### src/rtl/alu_issue_ctrl.sv
// Issue controller for an RV32I ALU: decodes one instruction, drives the combinational ALU with registered
// operands, then holds the result behind a valid/ready handshake. Define ALU_LUI_EN to decode LUI as an ADD.
module alu_issue_ctrl #(
  parameter int          XLEN         = 32,
  parameter logic [3:0]  ILLEGAL_CODE = 4'b1111
) (
  input  logic            clk,
  input  logic            rst_n,
  input  logic            in_valid,
  output logic            in_ready,
  input  logic [31:0]     instr,
  input  logic [XLEN-1:0] rs1_data,
  input  logic [XLEN-1:0] rs2_data,
  output logic [XLEN-1:0] alu_a,
  output logic [XLEN-1:0] alu_b,
  output logic [3:0]      alu_ctrl,
  input  logic [XLEN-1:0] alu_result,
  input  logic            alu_zero,
  output logic            res_valid,
  input  logic            res_ready,
  output logic [XLEN-1:0] res_data,
  output logic            res_zero,
  output logic            res_illegal
);

  localparam logic [6:0] OPC_R   = 7'b0110011;
  localparam logic [6:0] OPC_I   = 7'b0010011;
  localparam logic [6:0] OPC_LUI = 7'b0110111;

  localparam logic [3:0] CTRL_ADD = 4'b0000;
  localparam logic [3:0] CTRL_SUB = 4'b0001;
  localparam logic [3:0] CTRL_AND = 4'b0010;
  localparam logic [3:0] CTRL_OR  = 4'b0011;
  localparam logic [3:0] CTRL_XOR = 4'b0100;

  typedef enum logic [1:0] {IDLE, EXEC, DONE} state_t;

  state_t state, state_nxt;

  logic [6:0]      opcode;
  logic [2:0]      funct3;
  logic [6:0]      funct7;
  logic [3:0]      dec_ctrl;
  logic [XLEN-1:0] dec_a;
  logic [XLEN-1:0] dec_b;
  logic            dec_ok;
  logic            accept;
  logic            illegal_q;

  assign opcode = instr[6:0];
  assign funct3 = instr[14:12];
  assign funct7 = instr[31:25];

  // NOTE: every signal written in an always_comb gets a default first, so no path can infer a latch.
  always_comb begin
    dec_ctrl = ILLEGAL_CODE;
    dec_a    = '0;
    dec_b    = '0;
    dec_ok   = 1'b0;
    case (opcode)
      OPC_R: begin
        if (funct7 == 7'b0000000) begin
          dec_ok = 1'b1;
          case (funct3)
            3'b000:  dec_ctrl = CTRL_ADD;
            3'b111:  dec_ctrl = CTRL_AND;
            3'b110:  dec_ctrl = CTRL_OR;
            3'b100:  dec_ctrl = CTRL_XOR;
            default: dec_ok   = 1'b0;
          endcase
        end else if (funct7 == 7'b0100000 && funct3 == 3'b000) begin
          dec_ok   = 1'b1;
          dec_ctrl = CTRL_SUB;
        end
        if (dec_ok) begin
          dec_a = rs1_data;
          dec_b = rs2_data;
        end else begin
          dec_ctrl = ILLEGAL_CODE;
        end
      end
      OPC_I: begin
        dec_ok = 1'b1;
        case (funct3)
          3'b000:  dec_ctrl = CTRL_ADD;
          3'b111:  dec_ctrl = CTRL_AND;
          3'b110:  dec_ctrl = CTRL_OR;
          3'b100:  dec_ctrl = CTRL_XOR;
          default: dec_ok   = 1'b0;
        endcase
        if (dec_ok) begin
          dec_a = rs1_data;
          dec_b = XLEN'(signed'(instr[31:20]));
        end else begin
          dec_ctrl = ILLEGAL_CODE;
        end
      end
`ifdef ALU_LUI_EN
      OPC_LUI: begin
        dec_ok   = 1'b1;
        dec_ctrl = CTRL_ADD;
        dec_a    = '0;
        dec_b    = XLEN'({instr[31:12], 12'b0});
      end
`else
      OPC_LUI: ;  // treated like any other unknown opcode
`endif
      default: ;
    endcase
  end

  assign accept = (state == IDLE) && in_valid;

  // Handshake outputs follow the state directly; DONE only leaves on res_ready.
  always_comb begin
    state_nxt = state;
    in_ready  = 1'b0;
    res_valid = 1'b0;
    case (state)
      IDLE: begin
        in_ready = 1'b1;
        if (in_valid) state_nxt = EXEC;
      end
      EXEC: state_nxt = DONE;
      DONE: begin
        res_valid = 1'b1;
        if (res_ready) state_nxt = IDLE;
      end
      default: state_nxt = IDLE;
    endcase
  end

  // NOTE: state elements use non-blocking assignments so every register samples pre-edge values.
  always_ff @(posedge clk or negedge rst_n) begin
    if (!rst_n) begin
      state <= IDLE;
    end else begin
      state <= state_nxt;
    end
  end

  // Operands change only on acceptance, so the ALU sees stable inputs through EXEC and DONE.
  always_ff @(posedge clk or negedge rst_n) begin
    if (!rst_n) begin
      alu_a       <= '0;
      alu_b       <= '0;
      alu_ctrl    <= 4'b0000;
      illegal_q   <= 1'b0;
      res_data    <= '0;
      res_zero    <= 1'b0;
      res_illegal <= 1'b0;
    end else begin
      if (accept) begin
        alu_a     <= dec_a;
        alu_b     <= dec_b;
        alu_ctrl  <= dec_ctrl;
        illegal_q <= !dec_ok;
      end
      if (state == EXEC) begin
        res_data    <= alu_result;
        res_zero    <= alu_zero;
        res_illegal <= illegal_q;
      end
    end
  end

endmodule
### config.mk
export PLATFORM = sky130hd
export DESIGN_NAME = alu_issue_ctrl
export DESIGN_NICKNAME = d
export VERILOG_FILES = /design/src/rtl/alu_issue_ctrl.sv
export SDC_FILE = /design/constraint.sdc
export NUM_CORES = 1
export LEC_CHECK = 0
export ABC_CLOCK_PERIOD_IN_PS = 2000
export BUFFER_PORTS_ARGS = -buffer_cell sky130_fd_sc_hd__buf_4
export CAP_MARGIN = 20
export CORE_MARGIN = 10
export CORE_UTILIZATION = 41
export DETAILED_ROUTE_END_ITERATION = 8
export PLACE_DENSITY = 0.76
export SYNTH_ARGS = -nofsm -noshare
export SYNTH_HDL_FRONTEND = slang
export SYNTH_SLANG_ARGS = --single-unit
### constraint.sdc
create_clock -name clk -period 2 [get_ports clk]
set_clock_uncertainty 0.05 [all_clocks]
set_input_delay 0.3 -clock clk [delete_from_list [all_inputs] [get_ports clk]]
set_output_delay 0.3 -clock clk [all_outputs]
set_load 0.005 [all_outputs]
Yosys cells after proc, flatten, opt, wreduce, memory -nomap -nowiden --
Cells that the tools add are included.
Word-level totals: flip-flop bits (word level) 105, input port bits 133, output and inout bits 104
Operators by class: eq/ne operators 10, multiplexer cells 23, reductions and logical operators 8
Operator list (count):
- $mux W32 | 4
- $pmux W32 S2 | 2
- $mux W4 | 4
- $pmux W4 S4 | 1
- $eq A7 B6 Y1 const B | 2
- $eq A3 B3 Y1 const B | 3
- $pmux W4 S2 | 1
- $eq A7 B5 Y1 const B | 1
- $logic_not A7 Y1 | 1
- $mux W1 | 7
- $pmux W2 S3 | 1
- $mux W2 | 2
- $ne A2 B2 Y1 const B | 2
- $reduce_or A4 Y1 | 1
- $logic_not A3 Y1 | 1
- $eq A2 B1 Y1 const B | 1
- $eq A2 B2 Y1 const B | 1
- $logic_and A1 B1 Y1 | 2
- $logic_not A2 Y1 | 1
- $pmux W1 S2 | 1
- $reduce_and A2 Y1 | 1
- $logic_not A1 Y1 | 1

Longest topological paths before layout --
depth in word-level cells 7, depth in mapped cells 6, gate-level depth less buffers 4

Worst setup path before layout --
Ideal clock, no wire load.
kind register -> register, start point reg state[1], end point reg alu_ctrl[3], library setup time 0.119 ns, data arrival time 1.720 ns, data required time 1.831 ns, path slack 0.111 ns, cell stages (with the launch flop) 7, buffers on the path 2, path through dfrtp_1 or3b_2 nor3_1 buf_2 buf_2 o221ai_1 o21a_1
On the way: longest elaborated chain between the ends 2
Ends and longest elaborated chain:
- start, declared | RTL line 38 | state_t state, state_nxt;
- start signal, assigned | RTL line 138 | state <= state_nxt;
- $logic_not A2 Y1 | RTL line 112 | assign accept = (state == IDLE) && in_valid;
- $logic_and A1 B1 Y1 | RTL line 112
- end signal, assigned | RTL line 156 | alu_ctrl <= dec_ctrl;
- end, declared | RTL line 16 | output logic [3:0] alu_ctrl,
No other way between the ends. A chain may end at the register's enable or synchronous reset.

Worst setup path after layout --
start point reg state[1], end point reg alu_a[3]
On the way: longest elaborated chain between the ends 2
Ends and longest elaborated chain:
- $logic_not A2 Y1 | RTL line 112
- $logic_and A1 B1 Y1 | RTL line 112
- end signal, assigned | RTL line 145 | alu_a <= '0;
- end signal, assigned | RTL line 154 | alu_a <= dec_a;
- end, declared | RTL line 14 | output logic [XLEN-1:0] alu_a,
No other way between the ends.

==> flow_summary.ini <==
[worst_setup_path]
path_class = flop to flop
required_ns = 2.22
endpoint_kind = flop
path_max_fanout = 8
crit_path_start_kind = flop
startpoint = state[1]$_DFFE_PN0P_
arrival_ns = 2.13
crit-reg2reg-launch = state[1]$_DFFE_PN0P_

[timing]
min_period_ns = 1.91
setup_viol = 0
setup_slack_ns = 0.0875
hold_viol = 0
final_max_slew_viol_count = 0
rsz0062_at_grt = false
worst_pin_slew_ns = 0.506
fmax_ghz = 0.523
final.period_utilization = 0.956
setup_tns_ns = 0
slew_headroom = 0.660

[placed_design]
place_congestion = 0.810
portBuffers = 226
dp_hpwl_um = 12000
dp.cells = 779
dp_slack_ns = -0.0365

[flow_run]
drv_cap = 0

[floorplanning]
rows = 39
die_h_um = 127
io_pins = 237
core_mm2 = 0.0113
start_util = 0.414
dieArea_mm2 = 0.0161
die_width_um = 127

[layout]
drive_gt1_frac = 0.511
nets = 786
area_growth_syn_to_layout_pct = 52.3
final_cells = 801
num_antenna_cells = 0

[yosys]
synth-seq-cells = 105
synth_area_mm2 = 0.00469
yosysSeqAreaShare = 0.560
syn-num-nets = 559
ys_types = 32
syn_area_per_cell_um2 = 11.0
synth_warnings = 0
syn_inst = 426

[power]
power_mw = 7.53
power_density_mw_per_mm2 = 1050
max-vdd-ir-drop_mv = 0.787
p_leak_nw = 3.30

[routing]
wirelength_um = 16400
drc = 0
via_per_inst = 5.55
vias = 4446
ant_nets = 0
wl_per_cell_um = 20.5
firstDrtPassIters = 5
drtIter0Drc = 375

[global_route]
grt_pass1_wl_um = 24800
grt_overflow = 0
grt_max_degree = 76
antenna_found_initial = 0
track_usage = 0.188
grt_pass1_vias = 4609

[clock_tree]
cts_buffers = 9
cts_tree = done
clk_latency_ns = 0.35
clock_path_buffers = 2
clk_pin_slew_ns = 0.07
cts-root-buf = clkbuf_16
cts_sinks = 105
htree_levels = 3

[worst_hold_path]
worstHoldStart = res_ready
min_path_type = input port to flop

[run_status]
outcome = completed
==> stage by stage <==
stage / util / hold WS, ns / cell area, um2
floorplan: - / -0.0456 / 4690
global route: 0.631 / 0.0938 / 7140
detailed placement: 0.593 / 0.208 / 6710
global placement: 0.591 / 0.200 / 6690
CTS: 0.621 / 0.0913 / 7040
finish: 0.631 / 0.0977 / 7140
==> layout make-up <==
class	instances	area, um2
Inverter	3	11.3
Fill cell	927	4180
Clock inverter	7	83.8
Sequential cell	105	2630
Clock buffer	9	225
Tap cell	143	179
Timing Repair Buffer	256	2090
Multi-Input combinational cell	278	1920
==> placed cells by master (no fill, tap or decap), types with 2 or more instances in the layout <==
cell and n:
o221a_2 2, inv_1 3, buf_12 8, nor2_1 25, nand2b_1 3, mux2_2 34
inv_8 2, nor2_2 2, inv_6 2, a211oi_1 3, nand2_1 48, o21ai_1 24
o21a_1 2, o21ai_0 10, nand4_1 12, nand3_1 44, buf_6 2, buf_4 241
a32oi_1 32, a21oi_1 3, a211oi_2 18, dfrtp_1 105, clkbuf_16 12
==> critical path, cell delays in order, from the launching register on <==
cell and delay, ns:
dfrtp_1 0.39, or3b_4 0.41, buf_4 0.16, nor3_4 0.19
buf_6 0.17, o21ai_4 0.11, clkbuf_16 0.21, o21ai_0 0.15
==> flip-flops by register name (all words and copies together) (netlist names) <==
register,cells
res_zero,1
alu_a,32
alu_ctrl,4
res_illegal,1
alu_b,32
state,2
res_data,32
illegal_q,1
==> synth_stat cells <==
library cell / n / area share
a211oi_1: 3 / 0.0048
a211oi_2: 18 / 0.048
a21oi_1: 3 / 0.0032
a21oi_2: 1 / 0.0019
a221oi_2: 1 / 0.0032
a22oi_1: 1 / 0.0016
a31oi_1: 2 / 0.0027
a32oi_1: 32 / 0.060
buf_1: 1 / 0.00080
buf_2: 15 / 0.016
buf_6: 2 / 0.0048
clkbuf_1: 22 / 0.018
dfrtp_1: 105 / 0.56
inv_1: 3 / 0.0024
mux2_2: 34 / 0.082
nand2_1: 48 / 0.038
nand2b_1: 3 / 0.0040
nand3_1: 44 / 0.047
nand4_1: 12 / 0.016
nor2_1: 27 / 0.022
nor3_1: 2 / 0.0021
nor4_4: 1 / 0.0045
o21a_1: 2 / 0.0032
o21ai_0: 35 / 0.037
o221a_2: 2 / 0.0048
o221ai_1: 1 / 0.0019
o31ai_1: 1 / 0.0016
or2_1: 1 / 0.0013
or2_2: 1 / 0.0013
or3b_2: 1 / 0.0019
or4_1: 1 / 0.0016
or4b_4: 1 / 0.0029
==> metal layers <==
layer  GRT usage  wire length, um  vias up
li1            -                -     2026
met1       0.216             6280     2197
met2       0.326             8530      196
met3      0.0491             1210       27
met4      0.0784              378        0
met5           0                0        -
==> cell families (layout without fill, tap and decap cells) <==
| logic type | count (synthesis) | in the layout | synth area share |
|---|---|---|---|
| AOI/OAI and AO/OA | 102 | 102 | 0.174 |
| buffers and inverters | 43 | 275 | 0.0416 |
| DFF | 105 | 105 | 0.560 |
| muxes | 34 | 34 | 0.0816 |
| and+or+nand+nor | 142 | 142 | 0.143 |
==> path summary, 6_finish.rpt <==
check	cells past startpoint	slack (ns)	to
max in group asynchronous	3	0.77	alu_a[8]$_DFFE_PN0P_
max reg2reg	7	0.09	alu_a[3]$_DFFE_PN0P_
max	7	0.09	alu_a[3]$_DFFE_PN0P_
min reg2reg	2	0.43	alu_b[0]$_DFFE_PN0P_
min in group asynchronous	2	0.38	res_data[25]$_DFFE_PN0N_
min	2	0.1	state[1]$_DFFE_PN0P_
==> timing repair <==
action | in CTS | in global routing
setup buffers | 1 | 0
cloned | 0 | 4
hold buffers | 1 | 0
resized for setup | 6 | 22
hold endpoints to repair | 30 | 0
endpoints found under the setup margin | 7 | 46
==> where the power goes <==
part	switching, mW	internal (mW)	leakage (nW)
clock	0.840	0.998	0.154
sequential	0.290	2.67	1.34
combinational	1.20	1.54	1.81
total	2.33	5.20	3.30
Power figures use the tool's default switching activity.
